**config.mk**
```make
export PLATFORM = sky130hd
export DESIGN_NAME = scgra_run_ctrl_flat
export DESIGN_NICKNAME = d
export VERILOG_FILES = /design/src/rtl/scgra_run_ctrl_if.sv /design/src/rtl/scgra_run_ctrl.sv /design/src/flat_wrapper.sv
export SDC_FILE = /design/constraint.sdc
export NUM_CORES = 1
export LEC_CHECK = 0
export CORE_MARGIN = 3
export CORE_UTILIZATION = 51
export DETAILED_ROUTE_END_ITERATION = 6
export GPL_TIMING_DRIVEN = 0
export MAX_ROUTING_LAYER = met4
export PLACE_DENSITY = 0.76
export SETUP_SLACK_MARGIN = 0.4
export SLEW_MARGIN = 20
export SYNTH_ARGS = -nofsm -noshare
export SYNTH_HDL_FRONTEND = slang
export SYNTH_SLANG_ARGS = --single-unit
```
**constraint.sdc**
```tcl
create_clock -name Clk -period 2.6 [get_ports Clk]
set_clock_uncertainty 0.05 [all_clocks]
set_input_delay 0.65 -clock Clk [delete_from_list [all_inputs] [get_ports Clk]]
set_output_delay 0.65 -clock Clk [all_outputs]
set_load 0.02 [all_outputs]
```
**src/rtl/scgra_run_ctrl_if.sv**
```systemverilog
// Control bundle between the host-side run registers and the SCGRA run sequencer.
// With RUN_PERF_CNT_EN defined the bundle also carries the Run_Cycles counter.
interface scgra_run_ctrl_if #(
    parameter int INST_AWIDTH = 10,
    parameter int ITER_WIDTH  = 16
);
    logic                   Start;
    logic [INST_AWIDTH-1:0] Inst_Cnt;
    logic [ITER_WIDTH-1:0]  Iter_Cnt;
    logic                   Abort;
    logic [INST_AWIDTH-1:0] Inst_Addr;
    logic                   Inst_Rd_En;
    logic                   PE_Array_Busy;
    logic                   Done;
    logic                   Aborted;
`ifdef RUN_PERF_CNT_EN
    logic [31:0]            Run_Cycles;
`endif

    modport master (
        output Start, Inst_Cnt, Iter_Cnt, Abort,
`ifdef RUN_PERF_CNT_EN
        input  Run_Cycles,
`endif
        input  Inst_Addr, Inst_Rd_En, PE_Array_Busy, Done, Aborted
    );

    modport slave (
        input  Start, Inst_Cnt, Iter_Cnt, Abort,
`ifdef RUN_PERF_CNT_EN
        output Run_Cycles,
`endif
        output Inst_Addr, Inst_Rd_En, PE_Array_Busy, Done, Aborted
    );
endinterface

```
**src/rtl/scgra_run_ctrl.sv**
```systemverilog
// Run-time sequencer for the 2x2 SCGRA PE array: broadcasts instruction addresses,
// drains the pipeline and pulses Done. Optional macro RUN_PERF_CNT_EN adds Run_Cycles.
module scgra_run_ctrl #(
    parameter int INST_AWIDTH  = 10,
    parameter int ITER_WIDTH   = 16,
    parameter int DRAIN_CYCLES = 6   // legal range 1..15
) (
    input  logic              Clk,
    input  logic              Resetn,
    scgra_run_ctrl_if.slave   bus
);
    typedef enum logic [1:0] {IDLE, RUN, DRAIN, DONE} state_t;

    localparam logic [3:0] DRAIN_LAST = 4'(DRAIN_CYCLES - 1);

    state_t                 state_q, state_d;
    logic [INST_AWIDTH-1:0] inst_cnt_q, inst_cnt_d;
    logic [INST_AWIDTH-1:0] addr_q, addr_d;
    logic [ITER_WIDTH-1:0]  iter_last_q, iter_last_d;
    logic [ITER_WIDTH-1:0]  iter_q, iter_d;
    logic [3:0]             drain_q, drain_d;
    logic                   abort_pend_q, abort_pend_d;
    logic                   rd_en_q, rd_en_d;
    logic                   busy_q, busy_d;
    logic                   done_q, done_d;
    logic                   aborted_q, aborted_d;
    logic                   run_start;

    // NOTE: every variable gets a default before the case so no path leaves one unassigned (no latches).
    always_comb begin
        state_d      = state_q;
        inst_cnt_d   = inst_cnt_q;
        iter_last_d  = iter_last_q;
        addr_d       = addr_q;
        iter_d       = iter_q;
        drain_d      = drain_q;
        abort_pend_d = abort_pend_q;
        aborted_d    = aborted_q;
        rd_en_d      = 1'b0;
        busy_d       = 1'b0;
        done_d       = 1'b0;
        run_start    = 1'b0;

        unique case (state_q)
            IDLE: begin
                if (bus.Start) begin
                    run_start    = 1'b1;
                    inst_cnt_d   = bus.Inst_Cnt;
                    // A zero iteration count runs once; storing count-1 keeps the compare overflow-free.
                    iter_last_d  = (bus.Iter_Cnt == '0) ? '0 : bus.Iter_Cnt - ITER_WIDTH'(1);
                    addr_d       = '0;
                    iter_d       = '0;
                    drain_d      = '0;
                    abort_pend_d = 1'b0;
                    aborted_d    = 1'b0;
                    if (bus.Inst_Cnt == '0) begin
                        state_d = DONE;
                        done_d  = 1'b1;
                    end else begin
                        state_d = RUN;
                        rd_en_d = 1'b1;
                        busy_d  = 1'b1;
                    end
                end
            end
            RUN: begin
                busy_d = 1'b1;
                if (bus.Abort) begin
                    state_d      = DRAIN;
                    drain_d      = '0;
                    abort_pend_d = 1'b1;
                end else if (addr_q == inst_cnt_q - INST_AWIDTH'(1)) begin
                    if (iter_q == iter_last_q) begin
                        state_d = DRAIN;
                        drain_d = '0;
                    end else begin
                        addr_d  = '0;
                        iter_d  = iter_q + ITER_WIDTH'(1);
                        rd_en_d = 1'b1;
                    end
                end else begin
                    addr_d  = addr_q + INST_AWIDTH'(1);
                    rd_en_d = 1'b1;
                end
            end
            DRAIN: begin
                if (drain_q == DRAIN_LAST) begin
                    state_d   = DONE;
                    done_d    = 1'b1;
                    addr_d    = '0;
                    aborted_d = abort_pend_q;
                end else begin
                    drain_d = drain_q + 4'd1;
                    busy_d  = 1'b1;
                end
            end
            DONE: begin
                state_d = IDLE;
            end
            default: state_d = IDLE;
        endcase
    end

    // NOTE: sequential state uses non-blocking assignments so every register samples pre-edge values.
    always_ff @(posedge Clk or negedge Resetn) begin
        if (!Resetn) begin
            state_q      <= IDLE;
            inst_cnt_q   <= '0;
            iter_last_q  <= '0;
            addr_q       <= '0;
            iter_q       <= '0;
            drain_q      <= '0;
            abort_pend_q <= 1'b0;
            rd_en_q      <= 1'b0;
            busy_q       <= 1'b0;
            done_q       <= 1'b0;
            aborted_q    <= 1'b0;
        end else begin
            state_q      <= state_d;
            inst_cnt_q   <= inst_cnt_d;
            iter_last_q  <= iter_last_d;
            addr_q       <= addr_d;
            iter_q       <= iter_d;
            drain_q      <= drain_d;
            abort_pend_q <= abort_pend_d;
            rd_en_q      <= rd_en_d;
            busy_q       <= busy_d;
            done_q       <= done_d;
            aborted_q    <= aborted_d;
        end
    end

    assign bus.Inst_Addr     = addr_q;
    assign bus.Inst_Rd_En    = rd_en_q;
    assign bus.PE_Array_Busy = busy_q;
    assign bus.Done          = done_q;
    assign bus.Aborted       = aborted_q;

`ifdef RUN_PERF_CNT_EN
    logic [31:0] run_cycles_q;

    // Counts cycles with the registered busy flag high, so the total matches what the host observes.
    always_ff @(posedge Clk or negedge Resetn) begin
        if (!Resetn) begin
            run_cycles_q <= '0;
        end else if (run_start) begin
            run_cycles_q <= '0;
        end else if (busy_q && (run_cycles_q != '1)) begin
            run_cycles_q <= run_cycles_q + 32'd1;
        end
    end

    assign bus.Run_Cycles = run_cycles_q;
`endif
endmodule

```
**src/flat_wrapper.sv**
```systemverilog
// flat-port wrapper written by rule: the top's interface ports become plain ports
module scgra_run_ctrl_flat 
#(
    parameter int INST_AWIDTH  = 10,
    parameter int ITER_WIDTH   = 16,
    parameter int DRAIN_CYCLES = 6                       
)
  (Clk, Resetn, bus_Start, bus_Inst_Cnt, bus_Iter_Cnt, bus_Abort, bus_Inst_Addr, bus_Inst_Rd_En, bus_PE_Array_Busy, bus_Done, bus_Aborted);
  scgra_run_ctrl_if #(.INST_AWIDTH(INST_AWIDTH), .ITER_WIDTH(ITER_WIDTH)) bus_i ();
  input  logic Clk;
  input  logic Resetn;
  input wire logic [$bits(bus_i.Start)-1:0] bus_Start;
  input wire logic [$bits(bus_i.Inst_Cnt)-1:0] bus_Inst_Cnt;
  input wire logic [$bits(bus_i.Iter_Cnt)-1:0] bus_Iter_Cnt;
  input wire logic [$bits(bus_i.Abort)-1:0] bus_Abort;
  output wire logic [$bits(bus_i.Inst_Addr)-1:0] bus_Inst_Addr;
  output wire logic [$bits(bus_i.Inst_Rd_En)-1:0] bus_Inst_Rd_En;
  output wire logic [$bits(bus_i.PE_Array_Busy)-1:0] bus_PE_Array_Busy;
  output wire logic [$bits(bus_i.Done)-1:0] bus_Done;
  output wire logic [$bits(bus_i.Aborted)-1:0] bus_Aborted;
  assign bus_i.Start = bus_Start;
  assign bus_i.Inst_Cnt = bus_Inst_Cnt;
  assign bus_i.Iter_Cnt = bus_Iter_Cnt;
  assign bus_i.Abort = bus_Abort;
  assign bus_Inst_Addr = bus_i.Inst_Addr;
  assign bus_Inst_Rd_En = bus_i.Inst_Rd_En;
  assign bus_PE_Array_Busy = bus_i.PE_Array_Busy;
  assign bus_Done = bus_i.Done;
  assign bus_Aborted = bus_i.Aborted;
  scgra_run_ctrl #(.INST_AWIDTH(INST_AWIDTH), .ITER_WIDTH(ITER_WIDTH), .DRAIN_CYCLES(DRAIN_CYCLES)) u_core (.Clk(Clk), .Resetn(Resetn), .bus(bus_i));
endmodule
```
## Word level (Yosys, flattened, before mapping)

Index checks and enable logic that the tools add are counted.

- Input port bits: 30
- Bits in registers: 63
- Output and inout port bits: 14

- Eq/ne operators: 16
- Mux-type cells: 42
- Add/subtract/negate cells: 5
- Reductions and logical operators: 13

Operators by type and width:

| kind | count |
|---|---|
| two-way mux 16 bit | 5 |
| two-way mux 10 bit | 5 |
| case mux 16 bit (2 select lines) | 1 |
| case mux 10 bit (3 select lines) | 1 |
| two-way mux 4 bit | 5 |
| adder 16 x 1 -> 16 bit (second input constant) | 1 |
| equality test 16 bit | 1 |
| logical NOT 16 bit | 1 |
| subtractor 16 x 1 -> 16 bit (second input constant) | 1 |
| AND reduction 5 bit | 3 |
| two-way mux 1 bit | 12 |
| two-way mux 2 bit | 6 |
| case mux 4 bit (3 select lines) | 1 |
| adder 10 x 1 -> 10 bit (second input constant) | 1 |
| equality test 10 bit | 1 |
| logical NOT 10 bit | 1 |
| != test 2 bit (second input constant) | 5 |
| subtractor 10 x 1 -> 10 bit (second input constant) | 1 |
| case mux 1 bit (2 select lines) | 4 |
| case mux 2 bit (4 select lines) | 1 |
| != test 3 x 2 -> 1 bit (second input constant) | 2 |
| AND reduction 3 bit | 2 |
| adder 4 x 1 -> 4 bit (second input constant) | 1 |
| equality test 2 bit (second input constant) | 2 |
| 10 further kinds | 12 |

## Depth between registers and ports, before layout

Gate-level depths: netlist of run 1.

- Depth after elaboration: 5
- Depth in mapped cells: 10
- Depth with buffers taken out: 9

## Least setup slack after synthesis of run 1

Ideal clock, no wire load.

- Path type: register to register
- From: reg u_core.inst_cnt_q[0]
- To: reg u_core.state_q[1]
- Data arrival time: 2499 ps
- Data required time: 2423 ps
- Path buffers: 1
- Period minus slack after synthesis: 2676 ps
- Cell stages (with the launch flop): 11
- Setup slack: -76 ps
- Cells stage by stage: dfrtp_1 -> inv_1 -> ha_1 -> nor2b_4 -> nand3b_1 -> a211o_1 -> nor4_4 -> and3_1 -> buf_2 -> o211a_1 -> mux2_1

- Cells in the longest elaborated chain, start to end: 4

RTL lines:

| item | line | RTL |
|---|---|---|
| from (decl) | scgra_run_ctrl.sv:17 | `logic [INST_AWIDTH-1:0] inst_cnt_q, inst_cnt_d;` |
| from (signal assigned) | scgra_run_ctrl.sv:120 | `inst_cnt_q <= inst_cnt_d;` |
| subtractor 10 x 1 -> 10 bit | scgra_run_ctrl.sv:72 | `end else if (addr_q == inst_cnt_q - INST_AWIDTH'(1)) begin` |
| equality test 10 bit | scgra_run_ctrl.sv:72 |  |
| != test 3 x 2 -> 1 bit (no line) | -- |  |
| AND reduction 4 bit (no line) | -- |  |
| to (signal assigned) | scgra_run_ctrl.sv:119 | `state_q <= state_d;` |
| to (decl) | scgra_run_ctrl.sv:16 | `state_t state_q, state_d;` |

Every way passes these cells.
A chain may end at the register's enable or synchronous reset.

## Worst setup path in the final report of run 1

- From: reg u_core.inst_cnt_q[3]
- To: reg u_core.state_q[1]

Same word-level chain as after synthesis.

==> results of run 1 <==
[flip-flops by register name (all words and copies together) (netlist names), 2 cells and up]
name / flops
u_core.iter_last_q: 16
u_core.iter_q: 16
u_core.bus.Inst_Addr: 10
u_core.inst_cnt_q: 10
u_core.drain_q: 4
u_core.state_q: 2
[stage by stage]
| stage | instances | TNS (ns) |
|---|---|---|
| finish | 615 | -0.128 |
| detailed placement | 554 | -7.99 |
| global placement | 553 | -82.87 |
| floorplan | 412 | 0 |
| global route | 615 | -1.25 |
| CTS | 601 | -0.0101 |
[cell usage in the layout, fill, tap and decap left out, types with 8 or more instances in the layout]
cell | Yosys | layout
clkdlybuf4s50_1 | 0 | 25
buf_4 | 0 | 34
dfrtp_1 | 63 | 60
clkbuf_8 | 0 | 11
nand2_1 | 41 | 39
o21ai_2 | 0 | 8
and3_1 | 13 | 11
o21ai_0 | 31 | 15
xnor2_1 | 32 | 29
buf_6 | 2 | 13
a21oi_1 | 12 | 9
nand3_1 | 17 | 15
o21ai_1 | 3 | 11
mux2_2 | 11 | 10
inv_1 | 18 | 14
nor2_1 | 28 | 25
xor2_1 | 8 | 8
ha_1 | 10 | 8
[timing repair]
action                                  4_1_cts  5_1_grt
gates resized for setup                      63       56
endpoints found under the setup margin       50       62
buffers inserted                             29       14
cloned                                        2        0
pin swaps                                    24       24
hold buffers                                  0        0
[power groups by stage]
stage	clock, mW	combinational [mW]	sequential, mW
floorplan	0	1.20	1.52
global placement	0	1.58	1.53
detailed placement	0	1.63	1.54
CTS	0.845	2.05	1.52
global route	0.893	2.57	1.57
finish	0.839	2.41	1.54
[routing by layer]
| metal | wire (um) | vias to the layer above | global-route usage |
|---|---|---|---|
| li1 | - | 1687 | - |
| met1 | 4470 | 1732 | 0.292 |
| met2 | 5610 | 97 | 0.426 |
| met3 | 479 | 12 | 0.0459 |
| met4 | 172 | 0 | 0.0794 |
| met5 | 0 | - | - |
[cells by family after synthesis]
family | count (synthesis) | share of synthesized area
and+or+nand+nor | 162 | 0.229
adders and majority gates | 10 | 0.0323
DFF | 63 | 0.407
xor gates and xnor gates | 41 | 0.0947
muxes | 16 | 0.0453
buffers and inverters | 32 | 0.0356
AOI/OAI and AO/OA | 88 | 0.156
[area by class of cell]
class                      instances  area (um2)  area share
sequential                        63        1580       0.293
timing repair buffer              88         816       0.151
clock inverter                     6        61.3      0.0114
multi-input combinational        317        2520       0.468
clock buffer                      10         128      0.0237
buffer                            14        91.3      0.0169
inverter                          18        67.6      0.0125
tap                               99         124      0.0230
[worst max path at each step]
stage,cells past startpoint,slack [ns],startpoint,end
global route,10,-0.10,u_core.inst_cnt_q[3]$_DFFE_PN0P_,u_core.state_q[1]$_DFFE_PN0P_
global placement,1,-1.44,Resetn,u_core.bus.Inst_Addr[3]$_DFFE_PN0P_
detailed placement,8,-0.39,bus_Iter_Cnt[0],u_core.iter_last_q[15]$_DFFE_PN0P_
CTS,8,-0.008,u_core.inst_cnt_q[6]$_DFFE_PN0P_,u_core.state_q[1]$_DFFE_PN0P_
finish,10,-0.05,u_core.inst_cnt_q[3]$_DFFE_PN0P_,u_core.state_q[1]$_DFFE_PN0P_
floorplan,8,0.08,u_core.inst_cnt_q[6]$_DFFE_PN0P_,u_core.state_q[1]$_DFFE_PN0P_
[worst max-delay path: stages, from the launching register on]
cell and delay (ns):
dfrtp_2 0.43, buf_4 0.16, xor2_1 0.18, nor4_1 0.44, a41oi_2 0.12, nor4_4 0.19, buf_6 0.19, and3_4 0.18
buf_6 0.11, o211a_1 0.17, mux2_4 0.31
==> results.ini, run 1 <==
[sta]
setup_viol = 5
fin_hold_ws_ns = 0.155
hold_viol = 0
maxSlewViolCount = 0
worst_slack_ns = -0.0491
period_needed_ns = 2.65
rsz0062_at_grt = yes
fmax_ghz = 0.377
relSlewSlack = 0.531
tightest_slew_ns = 0.698
period_share = 1.02

[final_layout]
final_nets = 551
areaGrowthSynthToFinish_pct = 39.2
stdcell_area_um2 = 5390
drive_above_1_share = 0.304
diodes = 0
final_util = 0.739
fillers = 499

[floorplan]
initial_core_util = 0.531
dieArea_um2 = 8670
io_pins = 44
die_y_um = 93.1
die_w_um = 93.1
core_area_um2 = 7290
rows = 31

[critical_path]
reg2reg_from = u_core.inst_cnt_q[3]$_DFFE_PN0P_
worstSetupEndpointType = register
timing.rr.end = u_core.state_q[1]$_DFFE_PN0P_
crit_arrival_ns = 2.82
startpoint_type = register
r2r_slack_ns = -0.05
cp_max_fo = 7
required_ns = 2.77
path_class = reg -> reg
reg2reg_depth = 10

[power_and_ir_drop]
p_switching_mw = 1.94
power.leakage_nw = 2.37
power_frac_seq = 0.322
swShare = 0.406
total_power_mw = 4.78
p_per_area_nw_per_um2 = 888
p_comb_frac = 0.503
clkPwrFrac = 0.175
ir_drop_uv = 369
p_int_mw = 2.84

[synthesis]
synth_nets = 452
async_flop_share = 1.00
syn_avg_cell_area_um2 = 9.39
syn-instance-count = 412
ys.warnings.count = 0
yosysTopAreaCell = dfrtp_1
synth_edf_count = 0
synthTopCellsByCount = dfrtp_1, nand2_1, xnor2_1, o21ai_0, nor2_1
yosysSeqAreaShare = 0.407
ys.flop_type = dfrtp_1
synth_most_common_cell = dfrtp_1
yosysTopAreaCellShare = 0.407
synth_area_um2 = 3870
ys_seq_elements = 63
synth.distinct_cells = 56
synthTopCellsByArea = dfrtp_1, xnor2_1, o21ai_0

[route]
drc_errors = 0
drt_iter0_markers = 209
wire_per_inst_um = 17.4
viasPerCell = 5.74
dr.pass1.iters = 4
postRouteAntennaNets = 0
vias = 3528
wirelength_mm = 10.7

[placement]
place.gp.congestion = 0.862
dpl.hpwl_mm = 6.19
place_ws_ns = -0.391
io_buffers = 42
dpl_cell_area_um2 = 4490

[grt]
grtUsageTotal = 0.247
grt_max_degree = 40
grt_pass1_wl_mm = 16.4
antenna_found_initial = 0
grt_pass1_vias = 3435
grt_overflow = 0

[clock_tree]
worstSkewPairLatency_ns = 0.34
cts_sinks = 63
cts_tree = yes
clk_path_buf_depth = 2
cts_buffers = 9
path_clk_slew_ns = 0.08
cts_htree_levels = 3
cts_root_buf = clkbuf_8

[outcome]
status = finished, violations left
violations = negative setup slack

[flow_run]
drv_cap = 0

[worst_hold_path]
hold_class = in -> async

Note: power is estimated with default switching activity, not from simulation.
==> inputs of run 2 (changes only) <==
--- a/config.mk
+++ b/config.mk
@@ -5,7 +5,7 @@
 export SDC_FILE = /design/constraint.sdc
 export NUM_CORES = 1
 export LEC_CHECK = 0
-export CORE_MARGIN = 3
+export CORE_MARGIN = 8
 export CORE_UTILIZATION = 51
 export DETAILED_ROUTE_END_ITERATION = 6
 export GPL_TIMING_DRIVEN = 0
==> run 2 against run 1 <==
Against the previous run: the flow still finishes with violations (negative setup slack); register-to-register slack improved by 0.02 ns; core utilization up 0.19 points; setup slack better by 0.023 ns; sequential share of layout area is essentially flat; critical path type unchanged; highest routed layer unchanged.
==> results.ini, run 2 (synthesis results as in run 1) <==
[critical_path]
crit_arrival_ns = 2.79  ; was 2.82 ns
max_stage_delay_ns = 0.44  ; about the same
r2r_slack_ns = -0.03  ; was -0.05 ns
crit_buf_inv = 3  ; unchanged
reg2reg_depth = 10  ; unchanged
startpoint_type = register  ; unchanged
timing.rr.end = u_core.state_q[1]$_DFFE_PN0P_  ; unchanged
required_ns = 2.77  ; about the same
reg2reg_from = u_core.inst_cnt_q[4]$_DFFE_PN0P_  ; was u_core.inst_cnt_q[3]$_DFFE_PN0P_
path_class = reg -> reg  ; unchanged
cp_max_fo = 6  ; was 7
path_cells = nor4_4, buf_4, xnor2_2, a41oi_2, nor4_4, buf_6, and3_4, buf_6, o211a_1, mux2_4  ; was buf_4, xor2_1, nor4_1, a41oi_2, nor4_4, buf_6, and3_4, buf_6, o211a_1, mux2_4
cpMaxStageDelayCell = dfrtp_2  ; was nor4_1
crit_family = simple AND/OR/NAND/NOR gates  ; unchanged
worstSetupEndpointType = register  ; unchanged
path_depth = 10  ; unchanged

[placement]
place_ws_ns = -0.479  ; was -0.391 ns
dp_cells = 554  ; unchanged
io_buffers = 42  ; unchanged
place.gp.congestion = 0.840  ; was 0.862
dpl.hpwl_mm = 6.72  ; was 6.19 mm

[sta]
tightest_slew_ns = 0.613  ; was 0.698 ns
setup_tns_ns = -0.0818  ; was -0.128 ns
relSlewSlack = 0.588  ; was 0.531
period_share = 1.01  ; was 1.02
rsz0062_at_grt = yes  ; unchanged
fin_hold_ws_ns = 0.180  ; was 0.155 ns
worst_slack_ns = -0.0265  ; was -0.0491 ns
maxSlewViolCount = 0  ; unchanged
setup_viol = 6  ; was 5
hold_viol = 0  ; unchanged
period_needed_ns = 2.63  ; was 2.65 ns
fmax_ghz = 0.381  ; was 0.377 GHz

[route]
viasPerCell = 5.86  ; was 5.74
dr.pass1.iters = 4  ; unchanged
wirelength_mm = 10.9  ; was 10.7 mm
drc_errors = 0  ; unchanged
drt_iter0_markers = 212  ; was 209
vias = 3594  ; was 3528
postRouteAntennaNets = 0  ; unchanged
wire_per_inst_um = 17.7  ; was 17.4 um

[grt]
grt_max_degree = 35  ; was 40
grt_pass1_vias = 3665  ; was 3435
grtUsageTotal = 0.210  ; was 0.247
antenna_found_initial = 0  ; unchanged
grt_pass1_wl_mm = 17.3  ; was 16.4 mm
grt_overflow = 0  ; unchanged

[power_and_ir_drop]
power.leakage_nw = 2.37  ; about the same
p_per_area_nw_per_um2 = 875  ; was 888 nW/um2
total_power_mw = 4.73  ; was 4.78 mW
ir_drop_uv = 383  ; was 369 uV

[outcome]
violations = negative setup slack  ; unchanged
status = finished, violations left  ; unchanged

[floorplan]
initial_core_util = 0.531  ; unchanged
rows = 31  ; unchanged
core_area_um2 = 7290  ; unchanged
io_pins = 44  ; unchanged
die_y_um = 103  ; was 93.1 um
dieArea_um2 = 10600  ; was 8670 um2
die_w_um = 103  ; was 93.1 um

[final_layout]
diodes = 0  ; unchanged
final_cell_mix = dfrtp_1, nand2_1, buf_4  ; unchanged
areaGrowthSynthToFinish_pct = 39.6  ; was 39.2%
reg_top3 = u_core.iter_last_q x16, u_core.iter_q x16  ; unchanged
fin_cells = 613  ; was 615
final_common_cell = dfrtp_1  ; unchanged
drive_above_1_share = 0.300  ; was 0.304
final_nets = 549  ; was 551
fillers = 513  ; was 499

[clock_tree]
clk_path_buf_depth = 2  ; unchanged
cts_hold_buffers = 0  ; unchanged
path_clk_slew_ns = 0.07  ; was 0.08 ns
cts_buffers = 9  ; unchanged
cts_root_buf = clkbuf_8  ; unchanged
worstSkewPairLatency_ns = 0.34  ; about the same
cts_htree_levels = 3  ; unchanged
cts_sinks = 63  ; unchanged
cts_tree = yes  ; unchanged

[flow_run]
drv_cap = 0  ; unchanged

[worst_hold_path]
hold_class = in -> async  ; unchanged

[run 2: repair_timing]
item | 4_1_cts | 5_1_grt
pin swaps | 20 | 24
setup buffers | 27 | 15
resized for setup | 53 | 67
setup endpoints to repair | 50 | 64
cloned | 1 | 0
[run 2: per-stage QoR]
step	utilization	area [um2]
3_5_place_dp	0.615	4490
2_1_floorplan	-	3930
6_report	0.741	5400
5_1_grt	0.741	5400
4_1_cts	0.703	5130
3_3_place_gp	0.613	4470
[run 2: power breakdown]
| group | switching (mW) | internal [mW] | total [mW] |
|---|---|---|---|
| Clock | 0.385 | 0.523 | 0.908 |
| Combinational | 1.18 | 1.10 | 2.28 |
| Sequential | 0.290 | 1.25 | 1.54 |
| Total | 1.86 | 2.87 | 4.73 |
[run 2: routing by layer]
metal	vias up	wire length [um]	GRT usage
li1	1679	-	-
met1	1769	4620	0.238
met2	130	5560	0.362
met3	16	490	0.0378
met4	0	187	0.0745
met5	-	0	-
[run 2: worst max-delay path by stage]
stage                                           from                                  end
global placement                              Resetn  u_core.bus.Inst_Addr[3]$_DFFE_PN0P_
global route        u_core.inst_cnt_q[1]$_DFFE_PN0P_        u_core.state_q[1]$_DFFE_PN0P_
detailed placement                   bus_Iter_Cnt[0]   u_core.iter_last_q[15]$_DFFE_PN0P_
floorplan           u_core.inst_cnt_q[6]$_DFFE_PN0P_        u_core.state_q[1]$_DFFE_PN0P_
CTS                 u_core.inst_cnt_q[1]$_DFFE_PN0P_        u_core.state_q[1]$_DFFE_PN0P_
finish              u_core.inst_cnt_q[4]$_DFFE_PN0P_        u_core.state_q[1]$_DFFE_PN0P_
[run 2: cell type report]
class	count	area [um2]	share of cell area
sequential	63	1590	0.293
buffer	14	91.3	0.0169
tap	99	124	0.0229
inverter	18	67.6	0.0125
timing repair buffer	86	818	0.151
clock buffer	14	173	0.0320
multi-input combinational	317	2510	0.464
clock inverter	2	37.5	0.00695
==> inputs of run 3 (changes only) <==
--- a/config.mk
+++ b/config.mk
@@ -6,11 +6,12 @@
 export NUM_CORES = 1
 export LEC_CHECK = 0
 export CORE_MARGIN = 8
-export CORE_UTILIZATION = 51
+export CORE_UTILIZATION = 53
+export CTS_BUF_LIST = sky130_fd_sc_hd__clkbuf_8
 export DETAILED_ROUTE_END_ITERATION = 6
 export GPL_TIMING_DRIVEN = 0
 export MAX_ROUTING_LAYER = met4
-export PLACE_DENSITY = 0.76
+export PLACE_DENSITY = 0.79
 export SETUP_SLACK_MARGIN = 0.4
 export SLEW_MARGIN = 20
 export SYNTH_ARGS = -nofsm -noshare
==> run 3 against run 2 <==
Against the previous run: the flow still finishes with violations (negative setup slack); sequential cell count unchanged; clock-buffer cell count decreased by 2; total power decreased by 1.9%; core utilization decreased by 0.42 points; hold slack got worse by 0.046 ns; wire length decreased by 4.3%; sequential power about the same; sequential share of layout area increased by 0.57 points; global-route usage decreased by 0.22 points; register-to-register slack got worse by 0.09 ns; fmax decreased by 3.3%; largest cell class unchanged; largest power group unchanged.
==> results.ini, run 3 (synthesis results as in run 1) <==
[final_layout]
fillers = 498  ; was 513
diodes = 0  ; unchanged
areaGrowthSynthToFinish_pct = 36.6  ; was 39.6%
reg_top3 = u_core.iter_last_q x16, u_core.iter_q x16  ; unchanged
drive_above_1_share = 0.272  ; was 0.300
final_nets = 542  ; was 549
final_util = 0.737  ; was 0.741
final_cell_mix = dfrtp_1, nand2_1, xnor2_1  ; was dfrtp_1, nand2_1, buf_4
final_common_cell = dfrtp_1  ; unchanged
multiInputGateArea_um2 = 2490  ; was 2510 um2
regArea_um2 = 1580  ; was 1590 um2

[floorplan]
die_y_um = 101  ; was 103 um
dieArea_um2 = 10300  ; was 10600 um2
die_w_um = 101  ; was 103 um
initial_core_util = 0.539  ; was 0.531
io_pins = 44  ; unchanged
rows = 31  ; unchanged
core_area_um2 = 7180  ; was 7290 um2

[critical_path]
startpoint_type = register  ; unchanged
max_stage_delay_ns = 0.53  ; was 0.44 ns
crit_arrival_ns = 2.90  ; was 2.79 ns
cpMaxStageDelayCell = dfrtp_1  ; was dfrtp_2
path_cells = xor2_4, and2b_4, a311oi_4, o311ai_4, and3_4, buf_6, o211a_1, mux2_4  ; was nor4_4, buf_4, xnor2_2, a41oi_2, nor4_4, buf_6, and3_4, buf_6, o211a_1, mux2_4
required_ns = 2.78  ; was 2.77 ns
worstSetupEndpointType = register  ; unchanged
path_class = reg -> reg  ; unchanged
cp_max_fo = 8  ; was 6

[outcome]
violations = negative setup slack  ; unchanged
status = finished, violations left  ; unchanged

[sta]
tightest_slew_ns = 0.565  ; was 0.613 ns
fmax_ghz = 0.368  ; was 0.381 GHz
period_share = 1.05  ; was 1.01
fin_hold_ws_ns = 0.134  ; was 0.180 ns
relSlewSlack = 0.621  ; was 0.588
period_needed_ns = 2.72  ; was 2.63 ns
worst_slack_ns = -0.117  ; was -0.0265 ns
setup_viol = 18  ; was 6
setup_tns_ns = -0.611  ; was -0.0818 ns
rsz0062_at_grt = yes  ; unchanged
maxSlewViolCount = 0  ; unchanged
hold_viol = 0  ; unchanged

[clock_tree]
worstSkewPairLatency_ns = 0.35  ; was 0.34 ns
clk_path_buf_depth = 2  ; unchanged
cts_tree = yes  ; unchanged
cts_buffers = 9  ; unchanged
cts_htree_levels = 3  ; unchanged
cts_root_buf = clkbuf_8  ; unchanged
cts_sinks = 63  ; unchanged
path_clk_slew_ns = 0.07  ; about the same

[grt]
grt_max_degree = 43  ; was 35
grt_overflow = 0  ; unchanged
grt_pass1_vias = 3472  ; was 3665
antenna_found_initial = 0  ; unchanged
grtUsageTotal = 0.207  ; was 0.210
grt_pass1_wl_mm = 16.4  ; was 17.3 mm

[route]
vias = 3550  ; was 3594
drc_errors = 0  ; unchanged
drt_iter0_markers = 228  ; was 212
viasPerCell = 5.86  ; about the same
dr.pass1.iters = 5  ; was 4
postRouteAntennaNets = 0  ; unchanged
wirelength_mm = 10.4  ; was 10.9 mm
wire_per_inst_um = 17.2  ; was 17.7 um

[power_and_ir_drop]
power.leakage_nw = 2.33  ; was 2.37 nW
p_per_area_nw_per_um2 = 878  ; was 875 nW/um2
ir_drop_uv = 421  ; was 383 uV
total_power_mw = 4.64  ; was 4.73 mW

[flow_run]
drv_cap = 0  ; unchanged

[placement]
place.gp.congestion = 0.859  ; was 0.840
dpl.hpwl_mm = 6.66  ; was 6.72 mm
io_buffers = 42  ; unchanged

[worst_hold_path]
hold_class = in -> async  ; unchanged

run 3: changes by cell type in the layout (fill, tap and decap cells not counted), sizes merged:
cell and delta:
a211oi +1, buf -7, clkbuf -3, clkdlybuf4s50 -1, clkinv +2, clkinvlp -1, dlygate4sd2 +1, inv +1
run 3: report_power, final:
group / switching (mW) / total, mW / internal (mW)
clock: 0.379 / 0.893 / 0.515
combinational: 1.18 / 2.21 / 1.03
sequential: 0.287 / 1.54 / 1.25
total: 1.84 / 4.64 / 2.79
run 3: critical path: cells and delay by family (launching register included):
family          cells  cell delay (ns)
compound gates      3             0.77
simple gates        2             0.51
xor+xnor            1             0.32
buf+inv             1             0.11
mux                 1             0.31
flops               1             0.53
run 3: repair_timing:
action,in CTS,in global routing
buffers inserted,26,8
gates resized for setup,60,42
endpoints found under the setup margin,61,64
pin swaps,22,21
hold buffers,0,0
gates cloned,1,1
run 3: layout make-up:
cell class / count / area share
Sequential cell: 63 / 0.299
Inverter: 18 / 0.0128
Multi-Input combinational cell: 318 / 0.471
Timing Repair Buffer: 78 / 0.137
Tap cell: 99 / 0.0234
Clock buffer: 12 / 0.0312
Clock inverter: 4 / 0.00828
Buffer: 14 / 0.0173
run 3: path summary, 6_finish.rpt:
check	startpoint	to	slack, ns	cells after the start
worst max-delay path	u_core.bus.Inst_Addr[9]$_DFFE_PN0P_	u_core.state_q[1]$_DFFE_PN0P_	-0.12	8
worst min-delay path	Resetn	u_core.bus.Inst_Addr[0]$_DFFE_PN0P_	0.13	1
worst max register to register	u_core.bus.Inst_Addr[9]$_DFFE_PN0P_	u_core.state_q[1]$_DFFE_PN0P_	-0.12	8
worst min register to register	u_core.iter_last_q[4]$_DFFE_PN0P_	u_core.iter_last_q[4]$_DFFE_PN0P_	0.46	2
max in group asynchronous	Resetn	u_core.iter_last_q[15]$_DFFE_PN0P_	1.84	2
min in group Clk	u_core.iter_last_q[4]$_DFFE_PN0P_	u_core.iter_last_q[4]$_DFFE_PN0P_	0.46	2
run 3: layer usage:
layer	wire, um	part of all wire	track usage
met1	4300	0.41	0.232
met2	5270	0.51	0.349
met3	571	0.055	0.0447
met4	259	0.025	0.0916
met5	0	0	-
run 3: stage by stage:
step                      cell area (um2)  worst slack (ns)  cells
after global routing                 5290            -0.169    606
after CTS                            5110           -0.0635    597
after floorplan                      3930            0.0796    412
final                                5290            -0.117    606
after global placement               4470             -1.43    553
after detailed placement             4490            -0.391    554
